**config.mk**
```make
export PLATFORM = sky130hd
export DESIGN_NAME = tick_gen
export DESIGN_NICKNAME = d
export VERILOG_FILES = /design/src/rtl/seq_checker_pkg.sv /design/src/rtl/seq_checker_tick_gen.sv
export SDC_FILE = /design/constraint.sdc
export NUM_CORES = 1
export LEC_CHECK = 0
export CAP_MARGIN = 20
export CORE_UTILIZATION = 55
export DETAILED_ROUTE_END_ITERATION = 8
export GPL_TIMING_DRIVEN = 0
export PLACE_DENSITY_LB_ADDON = 0.08
export REMOVE_ABC_BUFFERS = 1
export SLEW_MARGIN = 40
export SYNTH_ARGS = -nofsm -noshare
export SYNTH_HDL_FRONTEND = slang
export SYNTH_SLANG_ARGS = --single-unit
```
**constraint.sdc**
```tcl
create_clock -name clk -period 2.1 [get_ports clk]
set_clock_uncertainty 0.15 [all_clocks]
set_input_delay 0.42 -clock clk [delete_from_list [all_inputs] [get_ports clk]]
set_output_delay 0.42 -clock clk [all_outputs]
set_load 0.02 [all_outputs]
```
**src/rtl/seq_checker_pkg.sv**
```systemverilog
// Shared types and default sizing for the counter-sequence checker.
package seq_checker_pkg;

    localparam int W_DEF      = 3;
    localparam int LOCK_N_DEF = 2;
    localparam int ERR_W_DEF  = 8;
    localparam int DIV_W      = 28;

    typedef enum logic [1:0] {
        HUNT = 2'd0,
        SYNC = 2'd1,
        LOCK = 2'd2
    } state_t;

endpackage

```
**src/rtl/seq_checker_tick_gen.sv**
```systemverilog
// Free-running divider that emits a one-cycle pulse on each rising edge of
// divider bit DIV_BIT; only used when SEQ_CHECKER_TICKGEN_EN is defined.
module tick_gen
    import seq_checker_pkg::*;
#(
    parameter int DIV_BIT = 24
) (
    input  logic clk,
    input  logic rst,
    output logic tick
);

    logic [DIV_W-1:0] div;
    logic             div_q;

    always_ff @(posedge clk) begin
        if (rst) begin
            div   <= '0;
            div_q <= 1'b0;
        end else begin
            div   <= div + 1'b1;
            div_q <= div[DIV_BIT];
        end
    end

    assign tick = div[DIV_BIT] & ~div_q;

endmodule

```
[Word level (Yosys, flattened, before mapping)]
Cells that the tools add are included.
Cells by class
  bitwise logic cells: 2
  divide/modulo/power cells: 0
  reduce and logical (&&, ||, !) cells: 0
  $mul: 0
  $lt $le $gt $ge: 0
  equality and inequality tests: 0
  mux-type cells: 0
  add/subtract/negate cells: 1
  shifts and indexed selects: 0
Operators with widths (number)
  $add A28 B1 Y28 const B: 1
  $and A1 B1 Y1: 1
  $not A1 Y1: 1
Word-level totals
  latch bits: 0
  memory bits (read-only): 0
  output and inout port bits: 1
  input bits: 2
  logic and storage cells: 5
  memory bits (writable): 0
  bits in registers: 29
  memories kept: 0

[Logic depth before layout (Yosys ltp)]
Gate-level depths: netlist of the first run.
  depth in word-level cells: 2
  gate-level depth with buffers: 6
  gate-level depth less buffers: 5

[Worst setup path before layout of the first run]
OpenSTA, ideal clock, no wires.
  kind: register to register
  from: register div[7]
  to: register div[19]
  arrival time: 1.497 ns
  stages on the path, launching flop included: 6
  library setup time: 0.123 ns
  required time: 1.827 ns
  setup slack: 0.329 ns
  clock period less this slack: 1.771 ns
  path buffers: 1
  cell sequence: dfxtp_1 > and4_1 > nand3_1 > clkbuf_1 > nor3b_1 > mux2_1
Between the ends
  longest elaborated chain between the ends: 1
Ends and longest elaborated chain
  start, declared: line seq_checker_tick_gen.sv:13  | logic [DIV_W-1:0] div;
  start signal, assigned: line seq_checker_tick_gen.sv:21  | div <= div + 1'b1;
  $add A28 B1 Y28: line seq_checker_tick_gen.sv:21
No other way between the ends.
A chain may end at the register's enable or synchronous reset.

[Worst setup path in the final report of the first run]
  from: register div[2]
  to: register div[22]
The elaborated chain is that of the path after synthesis.

==> reports/qor.txt, run 1 <==
Nets: 131
Synthesized area per cell: 9.054 um2
Hold buffer count at CTS: 0
Min cycle time layout: 1.914 ns
R2R depth: 4
Sequential fraction of the synthesis area: 45.27%
Root buffer cell: clkbuf_4
Drc violations: 0
Vias per cell: 5.487
Fmax: 522.4 MHz
Max clock buf depth: 2
Synth warnings: 0
Cell Rows: 16
Worst setup margin: 0.1858 ns
Hold Violations, Final: 0
Worst vdd ir: 0.5476 mV
Layout area overhead: 6.638%
WP data required: 2.17 ns
DR pass1 iterations: 4
Initial antenna violation count: 0
Vias in the first global route: 679
Die footprint: 2278 um2
Skew-Pair Late Insertion Delay: 0.32 ns
GR Util met2: 27.30%
Post-DRT Antenna Nets: 0
Diodes inserted: 0
Total CTS buffers: 3
Pwr Total: 857.7 uW
Fillers: 192
CTS tree: done
Routed via count: 845
Hold Path Depth: 1
Pin count of the biggest net entering global routing: 29
Total Wirelength: 1851 um
GRT Overall Usage: 17.76%
Pre-CTS WS: -0.01391 ns
HPWL reported at the end of detailed placement: 1263 um
Slew @ Worst Pin: 0.4847 ns
Sink Count: 26
Initial DRC Count: 16
Hold path start: div[0]$_SDFF_PP0_
GPL Wtd Cong: 0.7266
Crit-path max FO: 8
Share of post-route cells with drive strength above 1: 6.299%
Synth cell types: 27
Pwr Density: 699.5 nW/um2
Startpoint types: flop
Clock slew at the register clock pins of the worst setup and hold paths: 0.14 ns
Grt ovf: 0
Die Y: 47.73 um
Io pins: 3
Post-CTS setup buffer count: 0
Hold Worst Slack: 0.3073 ns
Avg WL per Cell: 12.02 um
Initial Utilization: 58.61%
RSZ-0062 raised after global routing: false
Global-route wire length before repair: 2863 um
R2r setup slk: 0.19 ns
Synth Register Bits: 26
Met3 Use GR: 3.396%
Worst R2R Start: div[2]$_SDFF_PP0_
Grt met1 use: 24.71%
Status: finished clean
Cells after DPL: 150
GRT busiest layer: met2
Worst hold endpoint: div[0]$_SDFF_PP0_
Hold Path Class: flop to flop
Max cap viols: 0
Slew headroom: 67.69%
Final setup vio count: 0
H-tree levels: 1
Worst EP arrival: 1.98 ns
Final Non-Filler Cells: 154
Area of the core: 1962 um2
CP Capture Type: flop
Crit Path Category: flop to flop
Leak: 0.0004246 uW
IO Port Bufs: 2
Die X: 47.73 um
Cell count after synthesis: 127
Post-layout util: 62.50%
Final Max Tran Viols: 0
Period utilization: 91.15%
Crit Reg-Reg Endpoint: div[22]$_SDFF_PP0_
Synth Cell Area: 1150 um2
-- cells by family (layout without fill, tap and decap cells) --
logic type,count (synthesis),after routing,synth area share [%]
XOR/XNOR,11,11,8.378
flip-flops,26,26,45.27
AND/OR/NAND/NOR,60,60,29.60
buffers and inverters,8,8,3.592
multiplexers,3,3,2.938
adder cells (fa/ha/maj),1,1,1.088
AO/OA/AOI/OAI,18,18,9.139
-- Yosys cell counts --
cell      count  share of area [%]
ha_1          1                1.1
nor3b_1       1               0.65
nor4_1        1               0.54
a21oi_1       9                3.9
and4_1        4                3.0
nand2_1       7                2.3
nand4_1       5                2.7
xnor2_1       1               0.76
buf_6         1               0.98
nor3_1        1               0.43
o21ai_1       3                1.3
nand3_1       7                3.0
clkbuf_1      2               0.65
nor2b_1       5                2.7
or3_1         3                1.6
buf_4         1               0.65
and2_1        3                1.6
or4_1         6                3.9
xor2_1       10                7.6
dfxtp_1      26                 45
inv_1         2               0.65
o31ai_1       6                3.9
and3_1        1               0.54
mux2_1        3                2.9
nor2_1       15                4.9
buf_1         2               0.65
nand3_4       1                1.5
-- per-layer routing --
| metal | routed length [um] | up-vias |
|---|---|---|
| met5 | 0 | - |
| met4 | 9 | 0 |
| met3 | 24 | 2 |
| met2 | 868 | 3 |
| met1 | 949 | 382 |
| li1 | - | 458 |
-- critical path, stage by stage, from the launching register on --
cell	delay (ns)
dfxtp_1	0.43
and4_2	0.36
nand2_1	0.20
nor4_1	0.32
mux2_1	0.34
-- area by class of cell --
| type | count | area, um2 | area share [%] |
|---|---|---|---|
| Inverter | 2 | 7.507 | 0.6122 |
| Sequential cell | 26 | 520.5 | 42.45 |
| Timing Repair Buffer | 2 | 17.52 | 1.429 |
| Tap cell | 27 | 33.78 | 2.755 |
| Clock buffer | 3 | 22.52 | 1.837 |
| Multi-Input combinational cell | 93 | 594.3 | 48.47 |
| Clock inverter | 1 | 30.03 | 2.449 |
-- report_power, final --
part           switching, uW  internal, uW  total [uW]
Combinational           13.6          6.32        19.9
Sequential              3.47           498         502
Clock                    143           193         336
Total                    160           697         858
-- timing repair --
item / 4_1_cts / 5_1_grt
setup endpoints to repair: 6 / 5
pin swaps: 0 / 0
gates resized for setup: 1 / 2
-- sequential cells by signal (all words and copies together) (netlist names) --
signal,count
div,25
div_q,1
-- metrics by stage --
stage / instance area, um2 / setup TNS, ns
4_1_cts: 1222 / 0
6_report: 1226 / 0
3_3_place_gp: 1170 / -0.2917
2_1_floorplan: 1116 / 0
5_1_grt: 1226 / 0
3_5_place_dp: 1165 / -0.01391
-- worst max path at each step --
stage | start | end | slack (ns) | depth (start not counted)
finish | div[2]$_SDFF_PP0_ | div[22]$_SDFF_PP0_ | 0.19 | 4
global route | div[0]$_SDFF_PP0_ | div[20]$_SDFF_PP0_ | 0.03 | 5
CTS | div[2]$_SDFF_PP0_ | div[22]$_SDFF_PP0_ | 0.08 | 4
detailed placement | div[7]$_SDFF_PP0_ | div[22]$_SDFF_PP0_ | -0.01 | 4
global placement | rst | div[24]$_SDFF_PP0_ | -0.12 | 3
floorplan | div[7]$_SDFF_PP0_ | div[22]$_SDFF_PP0_ | 0.27 | 4
-- cell usage in the layout (no fill, tap or decap), types with 2 or more instances in the layout --
cell type,netlist,routed
dfxtp_1,26,26
nor2_1,15,15
xor2_1,10,10
a21oi_1,9,9
nand2_1,7,7
nand3_1,7,6
o31ai_1,6,6
or4_1,6,6
nor2b_1,5,5
nand4_1,5,5
and2_1,3,3
and4_1,4,3
o21ai_1,3,3
or3_1,3,3
mux2_1,3,3
clkbuf_4,0,3
inv_1,2,2
No activity file was read; power rests on OpenSTA's default activity.
==> run 2: changes to the inputs <==
MAX_ROUTING_LAYER = met4   (was default)
==> reports/qor.txt, run 2 (synthesis gave the netlist of run 1 again) <==
Area of the core: 1962 um2 (unchanged)
Initial Utilization: 58.61% (unchanged)
DR pass1 iterations: 4 (unchanged)
Startpoint types: flop
Pin count of the biggest net entering global routing: 29 (unchanged)
GPL Wtd Cong: 0.7353 (+1.2%)
TNS Setup: 0 ns (unchanged)
Hold Violations, Final: 0 (unchanged)
Hold buffer count at CTS: 0 (unchanged)
Diodes inserted: 0 (unchanged)
HPWL reported at the end of detailed placement: 1263 um (unchanged)
Pwr Density: 698.9 nW/um2 (about the same)
Sw Ratio: 18.62% (-0.065 points)
Nets: 131 (unchanged)
Routed via count: 848 (+0.36%)
Slew headroom: 67.71% (about the same)
Vias per cell: 5.506 (+0.36%)
Grt ovf: 0 (unchanged)
Period utilization: 91.18% (about the same)
Skew-Pair Late Insertion Delay: 0.32 ns (about the same)
Vias in the first global route: 679 (unchanged)
Worst vdd ir: 0.5463 mV (-0.23%)
Global-route wire length before repair: 2856 um (-0.24%)
Max clock buf depth: 2 (unchanged)
H-tree levels: 1 (unchanged)
Fillers: 192 (unchanged)
Leak: 0.0004246 uW (unchanged)
Die Y: 47.73 um (unchanged)
Cell Rows: 16 (unchanged)
Status: finished clean
Min cycle time layout: 1.915 ns (+0.0005340 ns)
Clock slew at the register clock pins of the worst setup and hold paths: 0.14 ns (about the same)
IO Port Bufs: 2 (unchanged)
CTS tree: done
Post-DRT Antenna Nets: 0 (unchanged)
Io pins: 3 (unchanged)
Largest regs: div (25), div_q (1)
Avg WL per Cell: 12.01 um (-0.11%)
Crit Path Category: flop to flop
Fmax: 522.3 MHz (about the same)
GRT Overall Usage: 18.33% (+0.57 points)
WP data required: 2.16 ns (about the same)
Layout area overhead: 6.638% (unchanged)
Hold Path Class: flop to flop
Drc violations: 0 (unchanged)
Root buffer cell: clkbuf_4
Crit-path max FO: 17 (+9)
CP Capture Type: flop
Worst EP arrival: 1.98 ns (about the same)
Critical path origin: div[7]$_SDFF_PP0_
Clock power share: 39.1% (about the same)
RSZ-0062 raised after global routing: false
Seq pwr share: 58.5% (about the same)
Total Wirelength: 1849 um (-0.11%)
Largest register FFs: 25 (unchanged)
Die footprint: 2278 um2 (unchanged)
Most frequent cells in the layout: dfxtp_1, nor2_1, xor2_1, a21oi_1, nand2_1
Die X: 47.73 um (unchanged)
Crit Reg-Reg Endpoint: div[22]$_SDFF_PP0_
Max cap viols: 0 (unchanged)
Total CTS buffers: 3 (unchanged)
Slew @ Worst Pin: 0.4843 ns (-0.0003624 ns)
Net Sw Power: 159.6 uW (-0.43%)
Initial DRC Count: 16 (unchanged)
Final setup vio count: 0 (unchanged)
Largest Register: div
Sink Count: 26 (unchanged)
Most common cell after layout, fill and taps aside: dfxtp_1
Final Max Tran Viols: 0 (unchanged)
Post-layout util: 62.50% (unchanged)
Comb power frac: 2.3% (about the same)
Power Internal: 697.5 uW (about the same)
R2R depth: 4 (unchanged)
Register area: 520.5 um2 (unchanged)
Hold path start: div[0]$_SDFF_PP0_
Share of post-route cells with drive strength above 1: 6.299% (unchanged)
Initial antenna violation count: 0 (unchanged)
Multi-input logic area: 594.3 um2 (unchanged)
Post-CTS setup buffer count: 0 (unchanged)
R2r setup slk: 0.19 ns (about the same)
Worst hold endpoint: div[0]$_SDFF_PP0_
Hold Path Depth: 1 (unchanged)
Worst R2R Start: div[7]$_SDFF_PP0_
[run 2: cell counts in the layout (fill, tap and decap cells not counted)]
Identical to the previous run, type by type.
[run 2: how the worst max path moves through the flow]
stage                                    end  cells past startpoint
after floorplan           div[22]$_SDFF_PP0_                      4
after global placement    div[24]$_SDFF_PP0_                      3
after detailed placement  div[22]$_SDFF_PP0_                      4
after CTS                 div[22]$_SDFF_PP0_                      4
after global routing      div[20]$_SDFF_PP0_                      5
final                     div[22]$_SDFF_PP0_                      4
[run 2: per-stage QoR]
step                hold slack [ns]  cell area, um2  worst slack [ns]  power [uW]  instances
floorplan                    0.2582            1116            0.2716       521.7        121
global placement             0.2737            1170           -0.1233       532.8        150
detailed placement           0.2891            1165          -0.01391       532.6        150
CTS                          0.3087            1222           0.08072       872.4        154
global route                 0.3304            1226           0.02725       894.8        154
finish                       0.3074            1226            0.1853       857.0        154
[run 2: timing repair]
item                                   4_1_cts  5_1_grt
gates resized for setup                      1        2
setup endpoints to repair                    6        5
pin swaps                                    0        0
endpoints found under the hold margin        0        0
[run 2: power by group through the flow]
stage | clock, uW | sequential (uW) | combinational (uW)
after floorplan | 0 | 512 | 9.83
after global placement | 0 | 512 | 20.5
after detailed placement | 0 | 513 | 20.0
after CTS | 350 | 502 | 20.3
after global routing | 369 | 503 | 23.0
final | 335 | 502 | 20.0
[run 2: worst max-delay path: stages (launching register included)]
cell and delay, ns:
dfxtp_1 0.41, and4_1 0.30, nand3_2 0.28, nor4_1 0.33
mux2_1 0.34
[run 2: metal layers]
layer / vias up / global-route usage, % / wire, um / share of wire [%]
li1: 457 / - / - / -
met1: 386 / 24.71 / 949 / 51
met2: 3 / 27.30 / 866 / 47
met3: 2 / 3.396 / 26 / 1.4
met4: 0 / 6.667 / 8 / 0.43
met5: - / - / 0 / 0
[run 2: cell type report]
type | count | area share (%)
flip-flops and latches | 26 | 42.45
well taps | 27 | 2.755
multi-input cells | 93 | 48.47
clock buffers | 3 | 1.837
clock inverters | 1 | 2.449
inverters | 2 | 0.6122
repair buffers | 2 | 1.429
